==> src/rtl/serial_flow_pkg.sv <==
// Shared types and helpers for the serial flow adder/comparator.
package serial_flow_pkg;

  typedef enum logic [1:0] {
    IDLE = 2'd0,
    ACC  = 2'd1,
    DONE = 2'd2
  } state_t;

  typedef enum logic {
    MODE_ADD = 1'b0,
    MODE_CMP = 1'b1
  } mode_t;

  // Elaboration-time ceiling log2, used to size the bit counter.
  function automatic int clog2(input int value);
    int r;
    r = 0;
    while ((1 << r) < value) r = r + 1;
    return r;
  endfunction

endpackage

==> src/rtl/serial_bit_alu.sv <==
// One-bit serial step: full-adder slice in ADD mode, LSB-first magnitude compare in CMP mode.
module serial_bit_alu
  import serial_flow_pkg::*;
(
  input  logic  a,
  input  logic  b,
  input  logic  c,
  input  logic  gt,
  input  logic  neq,
  input  mode_t mode,
  output logic  out_bit,
  output logic  c_next,
  output logic  gt_next,
  output logic  neq_next
);

  always_comb begin
    out_bit  = a ^ b;
    c_next   = 1'b0;
    gt_next  = gt;
    neq_next = neq;
    if (mode == MODE_ADD) begin
      out_bit = a ^ b ^ c;
      c_next  = (a & b) | (c & (a ^ b));
    end else begin
      // Later (more significant) differing bits override earlier ones.
      if (a != b) gt_next = a;
      neq_next = neq | (a ^ b);
    end
  end

endmodule

==> src/rtl/serial_flow_adder.sv <==
// Word-oriented serial adder/comparator over two LSB-first bit streams.
// Handshake: a bit pair is accepted on a rising edge when valid_i && ready_o; ready_o is low only in the single DONE cycle, clear_i overrides and discards any presented pair.
module serial_flow_adder
  import serial_flow_pkg::*;
#(
  parameter int WORD_W = 4,
  parameter bit SIGNED = 1'b0,
  localparam int CNT_W = clog2(WORD_W)
) (
  input  logic             clock,
  input  logic             nRESET_G,
  input  logic             valid_i,
  output logic             ready_o,
  input  logic             LINE1,
  input  logic             LINE2,
  input  logic             mode_i,
  input  logic             clear_i,
  output logic             OUTP_REG,
  output logic             OVERFLW_REG,
  output logic             GT_REG,
  output logic             EQ_REG,
  output logic             word_done_o,
  output logic [CNT_W-1:0] bit_idx_o,
  output logic [1:0]       state_o
);

  state_t           state_q;
  mode_t            mode_q;
  mode_t            cur_mode;
  logic [CNT_W-1:0] bit_idx_q;
  logic             carry_q, gt_q, neq_q;
  logic             outp_q, ovf_q, gtf_q, eqf_q;
  logic             out_bit, c_next, gt_next, neq_next;
  logic             accept, last_bit;

  assign ready_o     = (state_q != DONE);
  assign word_done_o = (state_q == DONE);
  assign accept      = valid_i & ready_o;
  assign last_bit    = (bit_idx_q == CNT_W'(WORD_W - 1));
  // mode_i only matters on the first bit of a word; afterwards the latched mode rules.
  assign cur_mode    = (state_q == IDLE) ? mode_t'(mode_i) : mode_q;

  assign OUTP_REG    = outp_q;
  assign OVERFLW_REG = ovf_q;
  assign GT_REG      = gtf_q;
  assign EQ_REG      = eqf_q;
  assign bit_idx_o   = bit_idx_q;
  assign state_o     = state_q;

  serial_bit_alu u_alu (
    .a        (LINE1),
    .b        (LINE2),
    .c        (carry_q),
    .gt       (gt_q),
    .neq      (neq_q),
    .mode     (cur_mode),
    .out_bit  (out_bit),
    .c_next   (c_next),
    .gt_next  (gt_next),
    .neq_next (neq_next)
  );

  always_ff @(posedge clock or negedge nRESET_G) begin
    if (!nRESET_G) begin
      state_q   <= IDLE;
      mode_q    <= MODE_ADD;
      bit_idx_q <= '0;
      carry_q   <= 1'b0;
      gt_q      <= 1'b0;
      neq_q     <= 1'b0;
      outp_q    <= 1'b0;
      ovf_q     <= 1'b0;
      gtf_q     <= 1'b0;
      eqf_q     <= 1'b0;
    end else if (clear_i) begin
      state_q   <= IDLE;
      bit_idx_q <= '0;
      carry_q   <= 1'b0;
      gt_q      <= 1'b0;
      neq_q     <= 1'b0;
      outp_q    <= 1'b0;
      ovf_q     <= 1'b0;
      gtf_q     <= 1'b0;
      eqf_q     <= 1'b0;
    end else begin
      case (state_q)
        IDLE, ACC: begin
          if (accept) begin
            outp_q <= out_bit;
            if (state_q == IDLE) mode_q <= cur_mode;
            if (last_bit) begin
              // Flags are loaded here so they are visible during the DONE cycle.
              state_q   <= DONE;
              bit_idx_q <= '0;
              carry_q   <= 1'b0;
              gt_q      <= 1'b0;
              neq_q     <= 1'b0;
              if (cur_mode == MODE_ADD) begin
                ovf_q <= SIGNED ? (carry_q ^ c_next) : c_next;
                gtf_q <= 1'b0;
                eqf_q <= 1'b0;
              end else begin
                ovf_q <= 1'b0;
                gtf_q <= gt_next;
                eqf_q <= ~neq_next;
              end
            end else begin
              state_q   <= ACC;
              bit_idx_q <= bit_idx_q + CNT_W'(1);
              carry_q   <= c_next;
              gt_q      <= gt_next;
              neq_q     <= neq_next;
            end
          end
        end
        DONE:    state_q <= IDLE;
        default: state_q <= IDLE;
      endcase
    end
  end

endmodule

==> config.mk <==
export PLATFORM = sky130hd
export DESIGN_NAME = serial_flow_adder
export DESIGN_NICKNAME = d
export VERILOG_FILES = /design/src/rtl/serial_flow_pkg.sv /design/src/rtl/serial_bit_alu.sv /design/src/rtl/serial_flow_adder.sv
export SDC_FILE = /design/constraint.sdc
export NUM_CORES = 1
export LEC_CHECK = 0
export ABC_CLOCK_PERIOD_IN_PS = 2810
export CAP_MARGIN = 5
export CORE_MARGIN = 2
export CORE_UTILIZATION = 40
export CTS_BUF_LIST = sky130_fd_sc_hd__clkbuf_4 sky130_fd_sc_hd__clkbuf_8
export CTS_CLUSTER_DIAMETER = 100
export DETAILED_ROUTE_END_ITERATION = 12
export PLACE_DENSITY = 0.72
export SLEW_MARGIN = 0
export SYNTH_ARGS = -nofsm -noshare
export SYNTH_HDL_FRONTEND = slang
export SYNTH_SLANG_ARGS = --single-unit
export TNS_END_PERCENT = 30
==> constraint.sdc <==
create_clock -name clock -period 2.81 [get_ports clock]
set_clock_uncertainty 0.2 [all_clocks]
set_input_delay 0.281 -clock clock [delete_from_list [all_inputs] [get_ports clock]]
set_output_delay 0.281 -clock clock [all_outputs]
set_load 0.01 [all_outputs]
---- Yosys cells after proc, flatten, opt, wreduce, memory -nomap -nowiden ----
Cells that the tools add are included.
W data, S select, Z words.
storage, ports and cells
  register bits ........................... 12
  input bits .............................. 7
  output and inout bits ................... 10
  logic and storage cells ................. 78
cells by class
  add/subtract/negate cells ............... 1
  equal/unequal tests ..................... 6
  muxes and demuxes ....................... 44
  bitwise logic cells ..................... 9
  reductions and logical operators ........ 8
operators by type and width
  cell                   count
  $mux W1                36
  $mux W2                8
  $reduce_bool A2 Y1     3
  $eq A2 B2 Y1 const B   2
  $reduce_and A4 Y1      1
  $and A1 B1 Y1          3
  $ne A3 B3 Y1 const B   1
  $reduce_and A3 Y1      1
  $add A2 B1 Y2 const B  1
  $eq A2 B1 Y1 const B   1
  $logic_not A2 Y1       1
  $ne A2 B2 Y1 const B   1
  $not A1 Y1             2
  $or A1 B1 Y1           2
  $reduce_and A2 Y1      1
  $reduce_or A2 Y1       1
  $xor A1 B1 Y1          2
  $ne A1 B1 Y1           1

---- Depth between registers and ports, before layout ----
  depth after elaboration ................. 9
  gate-level depth with buffers ........... 4
  depth with buffers taken out ............ 4

---- By module ----
From an unflattened synthesis, not the netlist that was laid out.
second synthesis, totals
  cells, all modules ...................... 61
  area total of the unflattened synthesis .. 628.1 µm²
by module, submodules not included
  module             times used  cells each  area each (µm²)  seq. area each (µm²)
  serial_flow_adder  1           50          538.0            300.3
  serial_bit_alu     1           11          90.1             0.0

---- Worst setup path before layout ----
OpenSTA, ideal clock, no wires.
  path kind ............................... reg2reg
  start point ............................. reg bit_idx_q[0] (netlist: bit_idx_o[0])
  end point ............................... reg gt_q
  setup time .............................. 0.067 ns
  data arrival time ....................... 1.680 ns
  data required time ...................... 2.543 ns
  setup slack ............................. 0.863 ns
  cell stages (with the launch flop) ...... 5
  path buffers ............................ 0
  clock period less this slack ............ 1.947 ns
  cell sequence ........................... dfrtp_1 -> ha_1 -> or4b_1 -> a2111oi_2 -> a311o_1
between the ends
  cells in the longest elaborated chain, start to end .. 5
RTL lines
  what                    RTL line                  source
  from (decl)             serial_flow_adder.sv:30   logic [CNT_W-1:0] bit_idx_q;
  from (signal assigned)  serial_flow_adder.sv:109  bit_idx_q <= bit_idx_q + CNT_W'(1);
  $eq A2 B2 Y1            serial_flow_adder.sv:39   assign last_bit = (bit_idx_q == CNT_W'(WORD_W - 1));
  $mux W1                 serial_flow_adder.sv:91   if (last_bit) begin
  $mux W1                 serial_flow_adder.sv:88   if (accept) begin
  $mux W1                 serial_flow_adder.sv:86   case (state_q)
  $mux W1                 serial_flow_adder.sv:75   end else if (clear_i) begin
  to (signal assigned)    serial_flow_adder.sv:111  gt_q <= gt_next;
  to (decl)               serial_flow_adder.sv:31   logic carry_q, gt_q, neq_q;
No other way between the ends. The select of a mux whose other input is x is not followed.
A chain may end at the register's enable or synchronous reset.

---- Worst setup path after layout ----
Same ends and word-level chain as after synthesis.

==> flow_metrics.py <==
metrics = {
    "global_routing": {
        "grt_pass1_vias": 506,
        "grt_pass1_wl_mm": 2.24,
        "overflow": 0,
        "grtUsageTotal": 0.160,
        "antenna_found_initial": 0,
        "grt_max_degree": 14,
    },
    "detailed_routing": {
        "route.met3.wl_um": 41,
        "routed_via_density": 5.37,
        "wl_per_cell_um": 14.2,
        "dr_wl_met2_um": 650,
        "via_count": 526,
        "wirelength_mm": 1.39,
        "drt_pre_antenna_iters": 4,
        "drtIter0Drc": 4,
        "met1_length_um": 688,
        "ant_nets": 0,
        "drc": 0,
        "maxUsedRoutingLayer": "met4",
    },
    "sta": {
        "tightest_slew_ns": 0.627,
        "max_freq_mhz": 493,
        "fin_crit_ns": 2.03,
        "tns_ns": 0,
        "hold_violations": 0,
        "hold_slack_ns": 0.166,
        "setup_viol": 0,
        "slew_violations": 0,
        "worst_slack_ns": 0.783,
        "relSlewSlack": 0.579,
        "finalCritPeriodShare": 0.721,
        "rsz0062_at_grt": "false",
    },
    "yosys": {
        "synth-simple-area-share": 0.202,
        "synthMuxAreaShare": 0.0152,
        "syn_area_um2": 657,
        "synth_seq_cells": 12,
        "synth_top_family_by_area": "compound AO/OA/AOI/OAI gates",
        "seq_area_frac_synth": 0.457,
        "synth-adder-area-share": 0.0686,
        "synth_ff_type": "dfrtp_1",
        "avgSynthCellArea_um2": 10.1,
        "async_reset_ff_frac": 1.00,
        "ys_types": 33,
        "synth-edff-count": 0,
        "yosys_warnings": 0,
        "postSynthCellCount": 65,
        "synthXorXnorAreaFrac": 0,
        "syn_nets": 75,
        "synth_compound_area_frac": 0.217,
    },
    "floorplanning": {
        "core_area_um2": 1520,
        "initial_core_util": 0.431,
        "die_y_um": 44.5,
        "rows": 14,
        "io_pins": 17,
        "die-area_um2": 1980,
        "die_w_um": 44.5,
    },
    "clock_network": {
        "holdBufCountCts": 0,
        "post_cts_resized": 0,
        "cts_num_sinks": 12,
        "cts_tree": "yes",
        "clockBufferDepth": 2,
        "cts_made_buffers": 3,
        "htreeDepth": 1,
        "clkTransAtPathRegs_ns": 0.07,
        "cts-root-buf": "clkbuf_4",
        "post_cts.repair.setup_buffers": 0,
        "clock_latency_ns": 0.27,
    },
    "critical_path": {
        "critical_path_class": "flip-flop to flip-flop",
        "critPathLaunchType": "flip-flop",
        "crit_path_end_kind": "flip-flop",
        "arrival_ns": 2.03,
        "crit_fanout": 8,
        "required_ns": 2.82,
    },
    "place": {
        "io_buffers": 16,
        "pre_cts_slack_ns": 0.696,
        "place_inst": 95,
        "hpwl_mm": 1.01,
        "globalplace.congestion": 0.757,
    },
    "power": {
        "p_int_w": 0.000267,
        "p_switching_w": 0.000100,
        "p_leak_nw": 0.368,
        "seq_power_share": 0.519,
        "clock_power_share": 0.284,
        "power_frac_comb": 0.196,
        "swShare": 0.273,
        "cellPowerDensity_nw_per_um2": 431,
        "ir_drop_v": 0.000245,
    },
    "flow_run": {
        "drv_cap": 0,
    },
    "layout": {
        "drive_above_1_share": 0.0610,
        "area_growth_pct": 29.7,
        "final_cells": 98,
        "finalNetCount": 94,
        "fillers": 133,
        "n_antenna_cell": 0,
        "final_util": 0.559,
    },
    "worst_hold_path": {
        "hold_class": "primary input to asynchronous set/reset pin",
    },
    "run_status": {
        "status": "complete, no violations",
    },
}
[Yosys cell counts, types with 2 or more instances]
cell type,count,area share
dfrtp_1,12,0.46
a21oi_1,7,0.053
clkbuf_1,2,0.011
ha_1,2,0.038
nand2_1,6,0.034
inv_1,3,0.017
nand2b_1,2,0.019
nor2_1,6,0.034
[layout make-up]
| class | count | area [um2] | share of cell area |
|---|---|---|---|
| Timing Repair Buffer | 17 | 168 | 0.197 |
| Clock buffer | 3 | 22.5 | 0.0264 |
| Tap cell | 16 | 20.0 | 0.0235 |
| Multi-Input combinational cell | 47 | 330 | 0.388 |
| Sequential cell | 12 | 300 | 0.352 |
| Inverter | 3 | 11.3 | 0.0132 |
[worst max-delay path: stages, from the launching register on]
cell       delay [ns]
dfrtp_1          0.41
ha_1             0.30
or4b_1           0.55
a2111oi_2        0.35
a311o_1          0.16
[cells by family after synthesis]
logic type	Yosys count
DFF	12
muxes	1
adders and majority gates	3
and+or+nand+nor	24
AOI/OAI and AO/OA	19
buffers and inverters	6
[placed cells by master, fill, tap and decap left out]
master,n
a2111oi_0,1
a311o_1,1
a211o_1,1
a41oi_1,1
or4b_1,1
and4b_1,1
dfrtp_1,12
nor2_1,6
clkbuf_4,3
or3_1,1
inv_1,3
a2111oi_2,1
and2b_1,1
a311oi_1,1
a21oi_1,7
or3b_1,1
fa_1,1
o21ai_1,1
nor3b_1,1
a32oi_1,1
a21o_1,1
nor2b_1,1
o21a_1,1
buf_4,1
a2111o_1,1
nand2b_1,2
nand2_1,6
a211oi_1,1
nand4_1,1
nand3b_1,1
nand3_1,1
mux2i_1,1
ha_1,2
clkdlybuf4s50_1,16
[power groups by stage]
| stage | combinational [W] | clock, W | sequential, W |
|---|---|---|---|
| 4_1_cts | 0.0000729 | 0.000105 | 0.000190 |
| 3_3_place_gp | 0.0000714 | 0 | 0.000194 |
| 3_5_place_dp | 0.0000728 | 0 | 0.000194 |
| 5_1_grt | 0.0000797 | 0.000116 | 0.000192 |
| 2_1_floorplan | 0.0000392 | 0 | 0.000195 |
| 6_report | 0.0000720 | 0.000104 | 0.000191 |
[path summary, 6_finish.rpt]
kind / start / endpoint / slack (ns) / cells past startpoint
min in group clock: neq_q / neq_q / 0.31 / 1
max in group asynchronous: nRESET_G / state_o[1] / 1.88 / 1
hold reg to reg: neq_q / neq_q / 0.31 / 1
setup reg to reg: bit_idx_o[0] / gt_q / 0.78 / 4
hold / removal: nRESET_G / carry_q / 0.17 / 1
setup / recovery: bit_idx_o[0] / gt_q / 0.78 / 4
[state kept, by name (all words and copies together), names as in the netlist]
name and count:
state_o 2, OUTP_REG 1, gt_q 1, neq_q 1, OVERFLW_REG 1, carry_q 1
GT_REG 1, EQ_REG 1, mode_q 1, bit_idx_o 2
[through the flow]
stage | total power (W) | instance area [um2]
after global placement | 0.000265 | 830
final | 0.000367 | 852
after global routing | 0.000387 | 852
after detailed placement | 0.000267 | 830
after CTS | 0.000368 | 852
after floorplan | 0.000234 | 657
[layer usage]
metal | GRT usage | vias up
li1 | - | 275
met1 | 0.218 | 242
met2 | 0.241 | 7
met3 | 0.0367 | 2
met4 | 0.0727 | 0
met5 | 0 | -
No activity file was read; power rests on OpenSTA's default activity.
